## config.mk

```make
export PLATFORM = sky130hd
export DESIGN_NAME = squarer_seq
export DESIGN_NICKNAME = d
export VERILOG_FILES = /design/src/rtl/squarer_seq.sv
export SDC_FILE = /design/constraint.sdc
export NUM_CORES = 1
export LEC_CHECK = 0
export ABC_AREA = 1
export BUFFER_PORTS_ARGS = -buffer_cell sky130_fd_sc_hd__buf_2
export CAP_MARGIN = 10
export CORE_ASPECT_RATIO = 0.6
export CORE_MARGIN = 1.5
export CORE_UTILIZATION = 45
export CTS_BUF_LIST = sky130_fd_sc_hd__clkbuf_4 sky130_fd_sc_hd__clkbuf_8
export CTS_CLUSTER_DIAMETER = 100
export DETAILED_ROUTE_END_ITERATION = 10
export PLACE_DENSITY = 0.76
export SETUP_SLACK_MARGIN = 0.2
export SLEW_MARGIN = 20
export SYNTH_ARGS = -nofsm -noshare
export SYNTH_HDL_FRONTEND = slang
export SYNTH_SLANG_ARGS = --single-unit
```

## constraint.sdc

```tcl
create_clock -name clk -period 1.7 [get_ports clk]
set_input_delay 0.085 -clock clk [delete_from_list [all_inputs] [get_ports clk]]
set_output_delay 0.085 -clock clk [all_outputs]
set_load 0.02 [all_outputs]
```

## src/rtl/squarer_seq.sv

```systemverilog
// squarer_seq: sequential shift-and-add squarer.
// It takes an unsigned WIDTH-bit operand and returns its exact 2*WIDTH-bit square.
// A small control FSM (IDLE -> CALC -> DONE) drives a datapath made of an
// accumulator, a left-shifting multiplicand and a right-shifting multiplier.
//
// Optional feature: define SQUARER_EARLY_EXIT_EN to leave CALC as soon as no set
// bits remain in the shifted multiplier. Results are identical; only latency
// shrinks. Without the macro every operand takes WIDTH iterations plus one DONE
// cycle.
module squarer_seq #(
    parameter int WIDTH = 8
) (
    input  logic               clk,
    input  logic               rst,
    input  logic [WIDTH-1:0]   valor_i,
    input  logic               start_i,
    output logic               busy_o,
    output logic               ready_o,
    output logic [2*WIDTH-1:0] square_o
);

    localparam int CNT_W = (WIDTH > 1) ? $clog2(WIDTH) : 1;
    localparam logic [CNT_W-1:0] CNT_LAST = CNT_W'(WIDTH - 1);

    typedef enum logic [1:0] {
        IDLE = 2'd0,
        CALC = 2'd1,
        DONE = 2'd2
    } state_t;

    state_t               state_r;
    logic                 busy_r;
    logic                 ready_r;
    logic [2*WIDTH-1:0]   square_r;

    // Datapath registers; the accumulator never reaches the outputs directly,
    // so square_o only ever shows a finished product.
    logic [2*WIDTH-1:0]   acc_r;
    logic [2*WIDTH-1:0]   mcand_r;
    logic [WIDTH-1:0]     mplier_r;
    logic [CNT_W-1:0]     cnt_r;

    logic [2*WIDTH-1:0]   acc_next_s;
    logic                 last_iter_s;

    // Partial-product add: the multiplicand joins the sum only when the current multiplier LSB is set.
    always_comb begin
        acc_next_s = acc_r;
        if (mplier_r[0]) begin
            acc_next_s = acc_r + mcand_r;
        end else begin
            acc_next_s = acc_r;
        end
    end

    // Decide whether the iteration running this cycle is the final one.
    always_comb begin
        last_iter_s = 1'b0;
`ifdef SQUARER_EARLY_EXIT_EN
        // Once the bits still to be consumed are all zero, further
        // iterations cannot change the sum.
        if ((cnt_r == CNT_LAST) || ((mplier_r >> 1) == {WIDTH{1'b0}})) begin
            last_iter_s = 1'b1;
        end else begin
            last_iter_s = 1'b0;
        end
`else
        if (cnt_r == CNT_LAST) begin
            last_iter_s = 1'b1;
        end else begin
            last_iter_s = 1'b0;
        end
`endif
    end

    // Control FSM with registered busy/ready/result outputs.
    always_ff @(posedge clk or posedge rst) begin
        if (rst) begin
            state_r  <= IDLE;
            busy_r   <= 1'b0;
            ready_r  <= 1'b0;
            square_r <= {(2*WIDTH){1'b0}};
        end else begin
            case (state_r)
                IDLE: begin
                    ready_r <= 1'b0;
                    if (start_i) begin
                        state_r <= CALC;
                        busy_r  <= 1'b1;
                    end else begin
                        state_r <= IDLE;
                        busy_r  <= 1'b0;
                    end
                end
                CALC: begin
                    ready_r <= 1'b0;
                    busy_r  <= 1'b1;
                    if (last_iter_s) begin
                        state_r <= DONE;
                    end else begin
                        state_r <= CALC;
                    end
                end
                DONE: begin
                    // start_i is deliberately ignored here; a new start is
                    // only accepted once back in IDLE.
                    square_r <= acc_r;
                    ready_r  <= 1'b1;
                    busy_r   <= 1'b0;
                    state_r  <= IDLE;
                end
                default: begin
                    state_r <= IDLE;
                    busy_r  <= 1'b0;
                    ready_r <= 1'b0;
                end
            endcase
        end
    end

    // Shift-and-add datapath: load on accepted start, one iteration per CALC cycle.
    always_ff @(posedge clk or posedge rst) begin
        if (rst) begin
            acc_r    <= {(2*WIDTH){1'b0}};
            mcand_r  <= {(2*WIDTH){1'b0}};
            mplier_r <= {WIDTH{1'b0}};
            cnt_r    <= {CNT_W{1'b0}};
        end else begin
            case (state_r)
                IDLE: begin
                    if (start_i) begin
                        acc_r    <= {(2*WIDTH){1'b0}};
                        mcand_r  <= {{WIDTH{1'b0}}, valor_i};
                        mplier_r <= valor_i;
                        cnt_r    <= {CNT_W{1'b0}};
                    end else begin
                        acc_r    <= acc_r;
                        mcand_r  <= mcand_r;
                        mplier_r <= mplier_r;
                        cnt_r    <= cnt_r;
                    end
                end
                CALC: begin
                    acc_r    <= acc_next_s;
                    mcand_r  <= mcand_r << 1;
                    mplier_r <= mplier_r >> 1;
                    cnt_r    <= cnt_r + CNT_W'(1);
                end
                default: begin
                    acc_r    <= acc_r;
                    mcand_r  <= mcand_r;
                    mplier_r <= mplier_r;
                    cnt_r    <= cnt_r;
                end
            endcase
        end
    end

    assign busy_o   = busy_r;
    assign ready_o  = ready_r;
    assign square_o = square_r;

endmodule

```

* Yosys cells after proc, flatten, opt, wreduce, memory -nomap -nowiden *
Cells that the tools add are included.

word-level totals
  register bits after elaboration = 63
  output and inout bits = 18
  logic and storage cells = 35

cells by class
  add/sub/neg operators = 2
  eq/ne operators = 5
  mux-type cells = 16
  reductions and logical operators = 4

operator list
  kind                                                  count
  case mux 16 bit (2 select lines)                      2
  two-way mux 16 bit                                    3
  adder 16 bit                                          1
  case mux 8 bit (2 select lines)                       1
  two-way mux 8 bit                                     1
  case mux 3 bit (2 select lines)                       1
  two-way mux 1 bit                                     4
  inequality test 2 bit (second input constant)         2
  case mux 2 bit (2 select lines)                       1
  adder 3 x 1 -> 3 bit (second input constant)          1
  equality test 3 bit (second input constant)           1
  two-way mux 3 bit                                     1
  AND reduction 3 bit                                   1
  equality test 2 x 1 -> 1 bit (second input constant)  1
  equality test 2 bit (second input constant)           1
  logical NOT 2 bit                                     1
  two-way mux 2 bit                                     1
  case mux 1 bit (2 select lines)                       1
  AND reduction 2 bit                                   1
  nonzero test 2 bit                                    1

* Longest topological paths before layout *
  depth after elaboration = 4
  depth in mapped cells = 11
  mapped depth without buffers = 11

* Worst setup path after synthesis *
OpenSTA, ideal clock, no wires.

  path kind = reg-to-reg
  from = reg mcand_r[0]
  to = reg acc_r[12]
  arrival time = 1.465 ns
  stages on the path, launching flop included = 12
  setup time = 0.117 ns
  clock period less this slack = 1.583 ns
  setup slack = 0.117 ns
  required time = 1.583 ns
  cells stage by stage = dfrtp_1 > ha_1 > inv_1 > fa_1 > inv_1 > nand3_1 > nand3_1 > nand3_1 > nand3_1 > nand2_1 > nand3_1 > nand2_1

on the way
  cells in the longest elaborated chain, start to end = 3

ends and longest elaborated chain
  what                              line  RTL
  start: declaration                39    logic [2*WIDTH-1:0] mcand_r;
  start signal: assignment          125   mcand_r <= {(2*WIDTH){1'b0}};
  start signal: assignment          133   mcand_r <= {{WIDTH{1'b0}}, valor_i};
  start signal: assignment          138   mcand_r <= mcand_r;
  adder 16 bit                      50    acc_next_s = acc_r + mcand_r;
  two-way mux 16 bit                49    if (mplier_r[0]) begin
  case mux 16 bit (2 select lines)  129   case (state_r)
  end signal: assignment            124   acc_r <= {(2*WIDTH){1'b0}};
  end signal: assignment            132   acc_r <= {(2*WIDTH){1'b0}};
  end signal: assignment            137   acc_r <= acc_r;
  end: declaration                  38    logic [2*WIDTH-1:0] acc_r;

Every way passes these cells. The select of a mux whose other input is x is not followed.
A chain may end at the register's enable or synchronous reset.

* Worst setup path after layout *
Same ends and word-level chain as after synthesis.

==> flow_summary_export.csv <==
group,metric,value,unit
clocking,total_clock_sinks,63,
worst_setup_path,timing.critical_path.max_delay_family,"adder cells",
sta,final.setup_skew,0.00818,ns
final_layout,finish.cell_count_without_fillers,595,
drt,route.vias.total,2940,
drt,via_per_inst,4.94,
power_and_ir_drop,pwr-share-clk,0.129,
yosys,postSynthRegisterBits,63,
placement,dp.cells,562,
final_layout,final_net_count,517,
yosys,synthesis.area_per_instance,7.96,um^2
yosys,synth_cell_type_count,33,
yosys,synth.yosys.warnings,0,
global_route,via_count_of_the_first_global_routing_pass,2896,
worst_setup_path,setup.worst_path.start_class,"flip-flop",
hold_path,holdCritPathClass,"in -> reg",
worst_setup_path,critical_path_class,"reg -> reg",
final_layout,diodes,0,
worst_setup_path,worst_path_largest_cell_delay,0.36,ns
worst_setup_path,crit_path_max_fo,4,
sta,final_max_slew_viol_count,0,
power_and_ir_drop,power.share.switching,0.457,
clocking,cts.htree.levels,3,
sta,worst_slew_margin_rel,0.679,
sta,worstMarginPinSlew,0.480,ns
worst_setup_path,cp.arrival,1.90,ns
worst_setup_path,worst_path_max_delay_cell,"sky130_fd_sc_hd__dfrtp_1",
sta,hold-worst-slack,0.0303,ns
clocking,cts-buffers-inserted,9,
final_layout,flow.area_growth_from_synthesis,28.3,%
drt,drt_pre_antenna_iters,4,
global_route,globalRouteTotalUtil,0.241,
sta,finalSetupTns,0,ns
sta,final-hold-violation-count,0,
floorplanning,floorplan.die_area,8140,um^2
floorplanning,core_area,7300,um^2
floorplanning,chipWidth,115,um
global_route,maximum_number_of_pins_on_one_net_before_global_route_repair,44,
job,timing.max_cap.violations,0,
floorplanning,std_cell_rows,24,
placement,gp_congestion,0.910,
sta,max_freq,600,MHz
drt,detailedRoute.firstIterationViolations,232,
clocking,clockRootBuffer,"sky130_fd_sc_hd__clkbuf_8",
drt,routed_wirelength,8790,um
yosys,top_cell_type_s_share_of_synthesized_area,0.462,
global_route,overflow,0,
drt,drc,0,
power_and_ir_drop,net-switching-power,3.94,mW
power_and_ir_drop,worst_ir_drop_vdd,0.816,mV
power_and_ir_drop,p_comb_frac,0.559,
final_layout,finish.instance_area,4380,um^2
sta,min_period,1.67,ns
sta,grt_setup_unrepaired,"yes",
power_and_ir_drop,internal_power,4.68,mW
run_status,status,"finished, final reports clean",
yosys,synth-edff-count,0,
worst_setup_path,cp.required,1.93,ns
clocking,worstSkewPairLatency,0.35,ns
yosys,synth_flop_cell,"sky130_fd_sc_hd__dfrtp_1",
yosys,syn_nets,458,
power_and_ir_drop,seq_power_share,0.312,
clocking,tritoncts,"yes",
worst_setup_path,crit_path_cell_trace,"ha_2 > inv_2 > fa_2 > inv_2 > nand3_2 > nand3_4 > nand3_2 > nand3_2 > nand2_1 > nand3_1 > nand2_1",
yosys,synth-seq-area-share,0.462,
final_layout,drive_above_1_share,0.305,
yosys,synth_area,3420,um^2
placement,place_hpwl,6110,um
worst_setup_path,cp_num_buf_inv,2,
sta,setup_violations,0,
floorplanning,initial_cell_density_of_the_core,0.468,
power_and_ir_drop,total_leakage_power,2.23,nW
drt,postRouteAntennaNets,0,
sta,final_critical_path_setup_slack,0.0328,ns
global_route,antenna_found_initial,0,
yosys,synth_cells,429,
yosys,ys_top_cells_by_area,"sky130_fd_sc_hd__dfrtp_1 46%, sky130_fd_sc_hd__nand2_1 18%, sky130_fd_sc_hd__inv_1 6.8%",
floorplanning,fp.dieH,70.5,um
floorplanning,ioPinCount,29,
clocking,cts.reportedPaths.clkPinSlew,0.07,ns
yosys,synthDominantAreaCellType,"sky130_fd_sc_hd__dfrtp_1",
worst_setup_path,setup.worst_path.end_class,"flip-flop",
global_route,global_route_wire_length_before_repair,14500,um
worst_setup_path,critPathMostFrequentCell,"sky130_fd_sc_hd__nand3_2",
power_and_ir_drop,cellPowerDensity,1970,nW/um^2
clocking,maximum_buffer_depth_of_the_clock_tree,2,
yosys,async_reset_ff_frac,1.00,
yosys,synth_most_common_cell,"sky130_fd_sc_hd__nand2_1",
yosys,synth.cells.most_frequent,"167 x sky130_fd_sc_hd__nand2_1, 63 x sky130_fd_sc_hd__dfrtp_1, 62 x sky130_fd_sc_hd__inv_1",
drt,avgRoutedWirePerCell,14.8,um
placement,postPlaceCellArea,3730,um^2
placement,place_worst_setup_slack,-0.0176,ns
placement,numPortBuffers,28,
sta,timing.final.crit_share,0.981,
==> kinds of logic after synthesis <==
| family | after synthesis | share of synthesized area |
|---|---|---|
| AND/OR/NAND/NOR | 225 | 0.285 |
| buffers and inverters | 75 | 0.0927 |
| flip-flops | 63 | 0.462 |
| AO/OA/AOI/OAI | 47 | 0.0897 |
| adder cells (fa/ha/maj) | 18 | 0.0681 |
| XOR/XNOR | 1 | 0.00256 |
==> worst paths after layout <==
check / start / end / slack [ns] / cells past startpoint
worst min-delay path: valor_i[5] / mcand_r[5] / 0.03 / 3
worst max register to register: mcand_r[0] / acc_r[12] / 0.03 / 11
worst min register to register: square_o[11] / square_o[11] / 0.47 / 2
max in group asynchronous: rst / state_r[0] / 0.81 / 4
worst max-delay path: mcand_r[0] / acc_r[12] / 0.03 / 11
min in group asynchronous: rst / acc_r[6] / 0.30 / 3
==> state kept, by name (all words and copies together), names as in the netlist <==
| signal | count |
|---|---|
| acc_r | 16 |
| mcand_r | 16 |
| square_o | 16 |
| mplier_r | 8 |
| cnt_r | 3 |
| state_r | 2 |
| busy_o | 1 |
| ready_o | 1 |
==> per-stage QoR <==
step | util | power (mW)
final | 0.600 | 8.61
after global routing | 0.600 | 9.31
after CTS | 0.582 | 8.23
after detailed placement | 0.512 | 6.46
after global placement | 0.512 | 6.32
after floorplan | - | 5.40
==> layer usage <==
metal,share of wire,global-route usage,vias to the layer above
li1,-,-,1466
met1,0.51,0.352,1378
met2,0.41,0.332,84
met3,0.068,0.0885,12
met4,0.012,0.0700,0
met5,0,0,-
==> power groups by stage <==
stage	Sequential, mW	Combinational, mW	Clock, mW
2_1_floorplan	2.69	2.71	0
3_3_place_gp	2.56	3.76	0
3_5_place_dp	2.59	3.87	0
4_1_cts	2.66	4.42	1.15
5_1_grt	2.75	5.34	1.22
6_report	2.69	4.81	1.11
==> placed cells by master, fill, tap and decap left out, drive strengths merged <==
cell,n
nand2,168
inv,66
dfrtp,63
buf,50
nand3,30
o21ai,21
nor2,18
ha,17
clkbuf,12
o22ai,10
a21oi,9
dlygate4sd3,5
o211ai,5
clkinv,3
nor3,3
a22o,2
nand3b,2
or2,2
clkinvlp,1
and2,1
xor2,1
nand4,1
fa,1
==> cell type report <==
type                       count  area [um^2]
clock buffer                  12          146
fill                         662         2920
clock inverter                 2         10.0
tap                          104          130
timing repair buffer          55          372
sequential                    63         1580
inverter                      68          265
multi-input combinational    291         1870
==> tightest hold or removal path, cell delays in order <==
cell	delay (ns)
sky130_fd_sc_hd__buf_2	0.07
sky130_fd_sc_hd__nand2_1	0.09
sky130_fd_sc_hd__nand3_1	0.10
==> repair_timing <==
action,4_1_cts,5_1_grt
pin swaps,16,6
hold endpoints to repair,25,0
resized for setup,37,31
endpoints found under the setup margin,13,31
hold buffers,5,0
setup buffers,9,5
cloned,0,0
Note: power is estimated with default switching activity, not from simulation.
